File: src/rtl/rc4_key_search_sequencer.sv
// -----------------------------------------------------------------------------
// rc4_key_search_sequencer
//
// Top-level scheduler for the RC4 key-search loop. For every candidate key it
// steps the shared S-RAM controller through init -> shuffle -> decrypt via a
// one-hot mode select. While the decrypt phase runs it watches result-RAM
// writes; any byte that is not a space or a lowercase letter marks the key as
// bad. After decrypt the key is either reported or incremented and retried.
//
// Ports:
//   clk           system clock, rising edge
//   reset         synchronous, active-low reset
//   start         launch a search (honoured only in IDLE or a DONE state)
//   finish_bus    done flags: bit0 initializer, bit1 shuffler, bit2 decryptor
//   a_wren_snoop  result-RAM write enable seen by the decryptor
//   a_data_snoop  result-RAM write data
//   mode          one-hot phase select: 001 init, 010 shuffle, 100 decrypt
//   key           current candidate key, key[KEY_LENGTH-1] is the MSB byte
//   busy          search in progress
//   found         key holds a plaintext-producing key
//   exhausted     KEY_END tried without success
//   timeout       a phase exceeded TIMEOUT_CYCLES
// -----------------------------------------------------------------------------
module rc4_key_search_sequencer #(
    parameter int RAM_WIDTH      = 8,
    parameter int KEY_LENGTH     = 3,
    parameter int NUM_DEVICES    = 3,
    parameter logic [KEY_LENGTH*RAM_WIDTH-1:0] KEY_START = '0,
    parameter logic [KEY_LENGTH*RAM_WIDTH-1:0] KEY_END   = 24'h3FFFFF,
    parameter int TIMEOUT_CYCLES = 4096
) (
    input  logic                                 clk,
    input  logic                                 reset,
    input  logic                                 start,
    input  logic [NUM_DEVICES-1:0]               finish_bus,
    input  logic                                 a_wren_snoop,
    input  logic [RAM_WIDTH-1:0]                 a_data_snoop,
    output logic [2:0]                           mode,
    output logic [KEY_LENGTH-1:0][RAM_WIDTH-1:0] key,
    output logic                                 busy,
    output logic                                 found,
    output logic                                 exhausted,
    output logic                                 timeout
);

    localparam int KW = KEY_LENGTH * RAM_WIDTH;
    localparam int CW = $clog2(TIMEOUT_CYCLES + 1);
    localparam logic [CW-1:0] CNT_LAST = CW'(TIMEOUT_CYCLES - 1);

    typedef enum logic [3:0] {
        IDLE, INIT, GAP1, SHUF, GAP2, DEC, GAP3, CHECK,
        DONE_FOUND, DONE_FAIL, DONE_TO
    } state_t;

    state_t          state_q, state_d;
    logic [KW-1:0]   key_q, key_d;
    logic [CW-1:0]   cnt_q, cnt_d;
    logic [2:0]      mode_d;
    logic            bad_q, bad_d;
    logic            busy_d, found_d, exhausted_d, timeout_d;
    logic            snoop_bad;

    // Plaintext is accepted only as spaces and lowercase ASCII letters.
    assign snoop_bad = a_wren_snoop &&
                       !((a_data_snoop == RAM_WIDTH'(8'h20)) ||
                         ((a_data_snoop >= RAM_WIDTH'(8'h61)) &&
                          (a_data_snoop <= RAM_WIDTH'(8'h7A))));

    assign key = key_q;

    // NOTE: every signal gets a default before the case so no path leaves a
    // value unassigned; that is what keeps this block free of latches.
    always_comb begin
        state_d     = state_q;
        key_d       = key_q;
        bad_d       = bad_q;
        busy_d      = busy;
        found_d     = found;
        exhausted_d = exhausted;
        timeout_d   = timeout;
        cnt_d       = '0;   // phase counter is zero outside the active phases

        case (state_q)
            IDLE, DONE_FOUND, DONE_FAIL, DONE_TO: begin
                if (start) begin
                    key_d       = KEY_START;
                    found_d     = 1'b0;
                    exhausted_d = 1'b0;
                    timeout_d   = 1'b0;
                    busy_d      = 1'b1;
                    bad_d       = 1'b0;
                    state_d     = INIT;
                end
            end
            // In each phase a finish beats a simultaneous timeout threshold.
            INIT: begin
                if (finish_bus[0])          state_d = GAP1;
                else if (cnt_q == CNT_LAST) state_d = DONE_TO;
                else                        cnt_d   = cnt_q + 1'b1;
            end
            SHUF: begin
                if (finish_bus[1])          state_d = GAP2;
                else if (cnt_q == CNT_LAST) state_d = DONE_TO;
                else                        cnt_d   = cnt_q + 1'b1;
            end
            DEC: begin
                if (snoop_bad) bad_d = 1'b1;
                if (finish_bus[2])          state_d = GAP3;
                else if (cnt_q == CNT_LAST) state_d = DONE_TO;
                else                        cnt_d   = cnt_q + 1'b1;
            end
            // Gaps wait for every finish flag to drop so the next device
            // sees a clean rising mode bit.
            GAP1: if (finish_bus == '0) state_d = SHUF;
            GAP2: if (finish_bus == '0) state_d = DEC;
            GAP3: if (finish_bus == '0) state_d = CHECK;
            CHECK: begin
                if (!bad_q) begin
                    found_d = 1'b1;
                    busy_d  = 1'b0;
                    state_d = DONE_FOUND;
                end else if (key_q == KEY_END) begin
                    exhausted_d = 1'b1;
                    busy_d      = 1'b0;
                    state_d     = DONE_FAIL;
                end else begin
                    key_d   = key_q + 1'b1;   // wraps modulo 2^KW
                    bad_d   = 1'b0;
                    state_d = INIT;
                end
            end
            default: state_d = IDLE;
        endcase

        if (state_d == DONE_TO && state_q != DONE_TO) begin
            timeout_d = 1'b1;
            busy_d    = 1'b0;
        end

        // mode is registered from the next state, so it tracks state exactly.
        case (state_d)
            INIT:    mode_d = 3'b001;
            SHUF:    mode_d = 3'b010;
            DEC:     mode_d = 3'b100;
            default: mode_d = 3'b000;
        endcase
    end

    // NOTE: sequential state uses non-blocking assignments so every register
    // samples the pre-edge values, independent of statement order.
    always_ff @(posedge clk) begin
        if (!reset) begin
            state_q   <= IDLE;
            mode      <= 3'b000;
            key_q     <= KEY_START;
            cnt_q     <= '0;
            bad_q     <= 1'b0;
            busy      <= 1'b0;
            found     <= 1'b0;
            exhausted <= 1'b0;
            timeout   <= 1'b0;
        end else begin
            state_q   <= state_d;
            mode      <= mode_d;
            key_q     <= key_d;
            cnt_q     <= cnt_d;
            bad_q     <= bad_d;
            busy      <= busy_d;
            found     <= found_d;
            exhausted <= exhausted_d;
            timeout   <= timeout_d;
        end
    end

endmodule

File: config.mk
export PLATFORM = sky130hd
export DESIGN_NAME = rc4_key_search_sequencer
export DESIGN_NICKNAME = d
export VERILOG_FILES = /design/src/rtl/rc4_key_search_sequencer.sv
export SDC_FILE = /design/constraint.sdc
export NUM_CORES = 1
export LEC_CHECK = 0
export BUFFER_PORTS_ARGS = -buffer_cell sky130_fd_sc_hd__buf_2
export CAP_MARGIN = 0
export CELL_PAD_IN_SITES_DETAIL_PLACEMENT = 0
export CELL_PAD_IN_SITES_GLOBAL_PLACEMENT = 1
export CORE_AREA = 8 8 85 87
export CTS_BUF_LIST = sky130_fd_sc_hd__clkbuf_8
export DETAILED_ROUTE_END_ITERATION = 10
export DIE_AREA = 0 0 93 95
export PLACE_DENSITY_LB_ADDON = 0.1
export SLEW_MARGIN = 20
export SYNTH_ARGS = -nofsm -noshare
export SYNTH_HDL_FRONTEND = slang
export SYNTH_SLANG_ARGS = --single-unit
File: constraint.sdc
create_clock -name clk -period 2.8 [get_ports clk]
set_input_delay 0.42 -clock clk [delete_from_list [all_inputs] [get_ports clk]]
set_output_delay 0.42 -clock clk [all_outputs]
set_load 0.05 [all_outputs]
Word level (Yosys, flattened, before mapping) --
Cells that the tools add are included.
Word-level totals: latch bits 0, bits of input ports 15, flip-flop bits (word level) 49, output and inout bits 31, logic and storage cells 95, bits in read-only memories 0, memories 0, bits in writable memories 0
Cells by class: muxes and demuxes 37, $mul 0, div/mod/pow operators 0, shift-type cells 0, add/sub/neg operators 2, bitwise logic cells 1, order comparisons 2, equality and inequality tests 25, reduce and logical (&&, ||, !) cells 19
Operators by type and width (count):
- $mux W24 | 3
- $mux W13 | 4
- $pmux W24 S2 | 1
- $mux W4 | 10
- $pmux W13 S3 | 1
- $pmux W4 S8 | 1
- $add A24 B1 Y24 const B | 1
- $eq A24 B22 Y1 const B | 1
- $eq A4 B3 Y1 const B | 5
- $eq A4 B4 Y1 const B | 4
- $add A13 B1 Y13 const B | 1
- $eq A13 B12 Y1 const B | 1
- $eq A4 B2 Y1 const B | 3
- $mux W1 | 12
- $ne A2 B2 Y1 const B | 6
- $pmux W3 S3 | 1
- $reduce_and A3 Y1 | 3
- $eq A4 B1 Y1 const B | 2
- $eq A8 B6 Y1 const B | 1
- $ge A8 B7 Y1 const B | 1
- $le A8 B7 Y1 const B | 1
- $reduce_and A4 Y1 | 2
- $pmux W1 S2 | 3
- $reduce_bool A2 Y1 | 3
- 13 further kinds | 15

Depth between registers and ports, before layout --
word-level depth 8, gate-level depth with buffers 10

Worst setup path before layout --
No wires, ideal clock.
kind register to register, start reg key_q[5] (netlist: key[5]), end reg key_q[10] (netlist: key[10]), setup slack 0.498 ns, arrival 2.174 ns, clock period less this slack 2.302 ns, stages on the path, launching flop included 9, path buffers 2, library setup time 0.128 ns, data required time 2.672 ns, cells stage by stage dfxtp_1 > nand4_2 > or4_4 > or2_1 > buf_6 > buf_8 > nand4_2 > xor2_1 > nor2_1
On the way: longest elaborated chain between the ends 4
Ends and longest elaborated chain:
- start: declaration | line 56 | logic [KW-1:0] key_q, key_d;
- start signal: assignment | line 165 | key_q <= key_d;
- $add A24 B1 Y24 | line 127 | key_d = key_q + 1'b1;
- $mux W24 | line 122 | end else if (key_q == KEY_END) begin
- $mux W24 | line 118 | if (!bad_q) begin
- $pmux W24 S2 | line 83 | case (state_q)
Several ways; a longest one is shown, not always the timed one. The select of a mux whose other input is x is not followed. A chain may end at the register's enable or synchronous reset.

Worst setup path after layout --
start reg key_q[0] (netlist: key[0]), end reg key_q[13] (netlist: key[13])
The elaborated chain is that of the path after synthesis.

==> flow_summary_export.csv <==
group,metric,value,unit
synth,syn_nets,297,
cts,numCtsBuffers,5,
route,drc_errors,0,
cells_and_area,fillers,613,
route,wl_met3,343,um
flow_run,drv_cap,0,
global_routing,track_usage,12.9,%
timing,relSlewSlack,53.9,%
route,routed_wl,5470,um
global_routing,grt_max_degree,24,
placed_design,gp_congestion,0.763,
die,rows,28,
synth,ys_async_sr_fraction,0,%
cts,tritoncts,"built",
placed_design,numPortBuffers,45,
synth,synth-edff-count,0,
critical_path,reg2reg_slack,0.49,ns
critical_path,r2r_end,"key[13]$_SDFFE_PN0P_",
cts,cts-htree-levels,2,
worst_hold_path,hold_path_class,"input pin to register",
synth,netlist-cell-type-count,49,
critical_path,crit_buf_inv,0,
worst_hold_path,holdPathEnd,"bad_q$_SDFFE_PN0P_",
die,die_x,93,um
synth,synthFlopType,"dfxtp_1",
timing,finalHoldViolations,0,
cts,root_buffer,"clkbuf_8",
critical_path,critPathMaxStageDelay,0.58,ns
timing,finalSetupViolations,0,
placed_design,placed_cell_area,0.00267,mm2
placed_design,dp_hpwl,4090,um
critical_path,critPathArrivalTime,2.52,ns
power_and_ir_drop,ir_drop,218,uV
status,status,"complete, no violations",
cells_and_area,design_area,0.00275,mm2
synth,ys_seq_elements,49,
cells_and_area,antennaDiodeCount,0,
critical_path,crit_chain,"ha_1, and3_1, nand3_1, or2_1, nand3_1, or3_1, a21oi_1",
global_routing,grt_pass1_vias,1893,
critical_path,path_class,"register to register",
synth,synth_area_leaders,"dfxtp_1, xor2_1, nor2_1, nand4_1, nand2_1",
global_routing,grt.overflow.total,0,
synth,synth_warnings,0,
power_and_ir_drop,power.leakage,1.11,nW
cells_and_area,fin_nets,340,
route,dr_total_vias,2056,
synth,syn_avg_cell_area,8.55,um2
route,drt_iter0_markers,65,
power_and_ir_drop,total_power,1.19,mW
route,ant_nets,0,
worst_hold_path,holdCritStartpoint,"reset",
route,m1WireLength,2830,um
critical_path,cp-end-kind,"register",
cts,cts_resized,0,
die,dieArea,0.00884,mm2
cts,postCtsSetupBuffers,0,
critical_path,start_kind,"register",
timing,clock_skew,0.00594,ns
critical_path,crit_required,3.02,ns
timing,rsz0062_at_grt,"false",
synth,synth-seq-area-share,41.0,%
critical_path,critPathSlowestCell,"or2_1",
timing,slew_violations,0,
critical_path,critical-path-top-delay-family,"simple AND/OR/NAND/NOR gates",
die,core_region_area,0.00582,mm2
global_routing,antenna_found_initial,0,
die,initial_utilization,41.2,%
timing,fin_setup_tns,0,ns
route,met2_wirelength,2260,um
synth,synth.top_cell.area_share,41.0,%
global_routing,grt_first_pass_wirelength,9350,um
critical_path,crit_top_cell,"nand3_1",
critical_path,r2r-start,"key[0]$_SDFFE_PN0P_",
cts,path_clk_slew,0.08,ns
cells_and_area,area_delta_synth_final,14.7,%
critical_path,r2r_cells,7,
cts,clk_latency,0.28,ns
timing,fmaxAchievable,434,MHz
synth,synth_area_leader_cell,"dfxtp_1",
route,dr.pass1.iters,4,
power_and_ir_drop,powerDensity,433,mW/mm2
timing,worstMarginPinSlew,0.691,ns
synth,netlist_area,0.00239,mm2
synth,syn_inst,280,
cts,clock-sinks,49,
timing,fin_crit_sh,82.3,%
cells_and_area,final_util,47.2,%
critical_path,crit_fanout,17,
worst_hold_path,worstHoldPathCells,3,
cts,clock_path_buffers,2,
cells_and_area,drive_above_1_share,21.1,%
timing,fin_crit,2.31,ns
route,top_layer,"met4",
die,die_y,95,um
die,io_pins,46,
route,viasPerCell,5.18,
route,wl_per_cell,13.8,um
cts,ctsHoldBuffers,0,
logic make-up (layout without fill, tap and decap cells):
kind of cell / count (synthesis) / in the layout / synth area share [%]
AND/OR/NAND/NOR: 146 / 146 / 33.7
flip-flops: 49 / 49 / 41.0
XOR/XNOR: 31 / 31 / 11.3
AO/OA/AOI/OAI: 30 / 30 / 8.05
buffers and inverters: 20 / 62 / 4.08
adder cells (fa/ha/maj): 3 / 3 / 1.46
multiplexers: 1 / 1 / 0.418
layout make-up:
| type | count | area, um2 | share of cell area, % |
|---|---|---|---|
| tap | 75 | 93.8 | 3.42 |
| sequential | 49 | 981 | 35.7 |
| multi-input combinational | 211 | 1320 | 47.9 |
| timing repair buffer | 49 | 255 | 9.30 |
| clock buffer | 5 | 68.8 | 2.51 |
| clock inverter | 1 | 5.00 | 0.182 |
| inverter | 7 | 26.3 | 0.957 |
state kept, by name (all words and copies together) (netlist names):
signal	count
key	24
cnt_q	13
state_q	4
mode	3
bad_q	1
busy	1
exhausted	1
found	1
timeout	1
synthesized netlist by cell type, types with 6 or more instances:
master	count
nand4_1	16
clkbuf_1	8
nand2_1	21
nor4_1	6
and3_1	8
o21ai_0	7
nor2_1	50
nand3_1	10
dfxtp_1	49
a21oi_1	11
xor2_1	27
how the worst max path moves through the flow:
stage,from,to,cells past startpoint
2_1_floorplan,key[5]$_SDFFE_PN0P_,key[10]$_SDFFE_PN0P_,8
3_3_place_gp,key[0]$_SDFFE_PN0P_,key[13]$_SDFFE_PN0P_,7
3_5_place_dp,key[0]$_SDFFE_PN0P_,key[13]$_SDFFE_PN0P_,7
4_1_cts,key[0]$_SDFFE_PN0P_,key[13]$_SDFFE_PN0P_,7
5_1_grt,key[0]$_SDFFE_PN0P_,key[13]$_SDFFE_PN0P_,7
6_report,key[0]$_SDFFE_PN0P_,key[13]$_SDFFE_PN0P_,7
worst reg2reg max path, stage by stage, from the launching register on:
cell     delay, ns
dfxtp_1       0.36
ha_1          0.23
and3_1        0.20
nand3_1       0.13
or2_1         0.58
nand3_1       0.23
or3_1         0.38
a21oi_1       0.14
layer usage:
metal / GRT usage, % / vias up
met2: 18.8 / 50
met1: 17.8 / 935
li1: - / 1069
met4: 3.62 / 0
met3: 3.81 / 2
met5: 0 / -
cells in the final DEF (no fill, tap or decap), types with 3 or more instances in the layout:
master and instances:
nand4b_1 4, buf_4 4, nor4_1 6, nand3_2 3, nand4_1 16, and2_1 4, buf_2 45, nand3_1 10
dfxtp_1 49, o21ai_0 7, nand4_2 5, nand2_1 21, inv_1 5, nor2_1 50, or3_1 3, and3_1 8
xor2_1 27, clkbuf_8 5, a21oi_1 11, xnor2_1 4
report_power, final:
| part | switching [mW] | total (mW) | internal (mW) | leakage (nW) |
|---|---|---|---|---|
| combinational | 0.0704 | 0.103 | 0.0329 | 0.670 |
| sequential | 0.00950 | 0.713 | 0.703 | 0.395 |
| clock | 0.209 | 0.373 | 0.165 | 0.0399 |
through the flow:
stage	cells	hold slack (ns)	worst slack [ns]
6_report	397	0.390	0.494
3_5_place_dp	391	0.452	0.520
4_1_cts	397	0.383	0.496
2_1_floorplan	280	0.430	0.498
3_3_place_gp	391	0.444	0.564
5_1_grt	397	0.403	0.311
No activity file was read; power rests on OpenSTA's default activity.
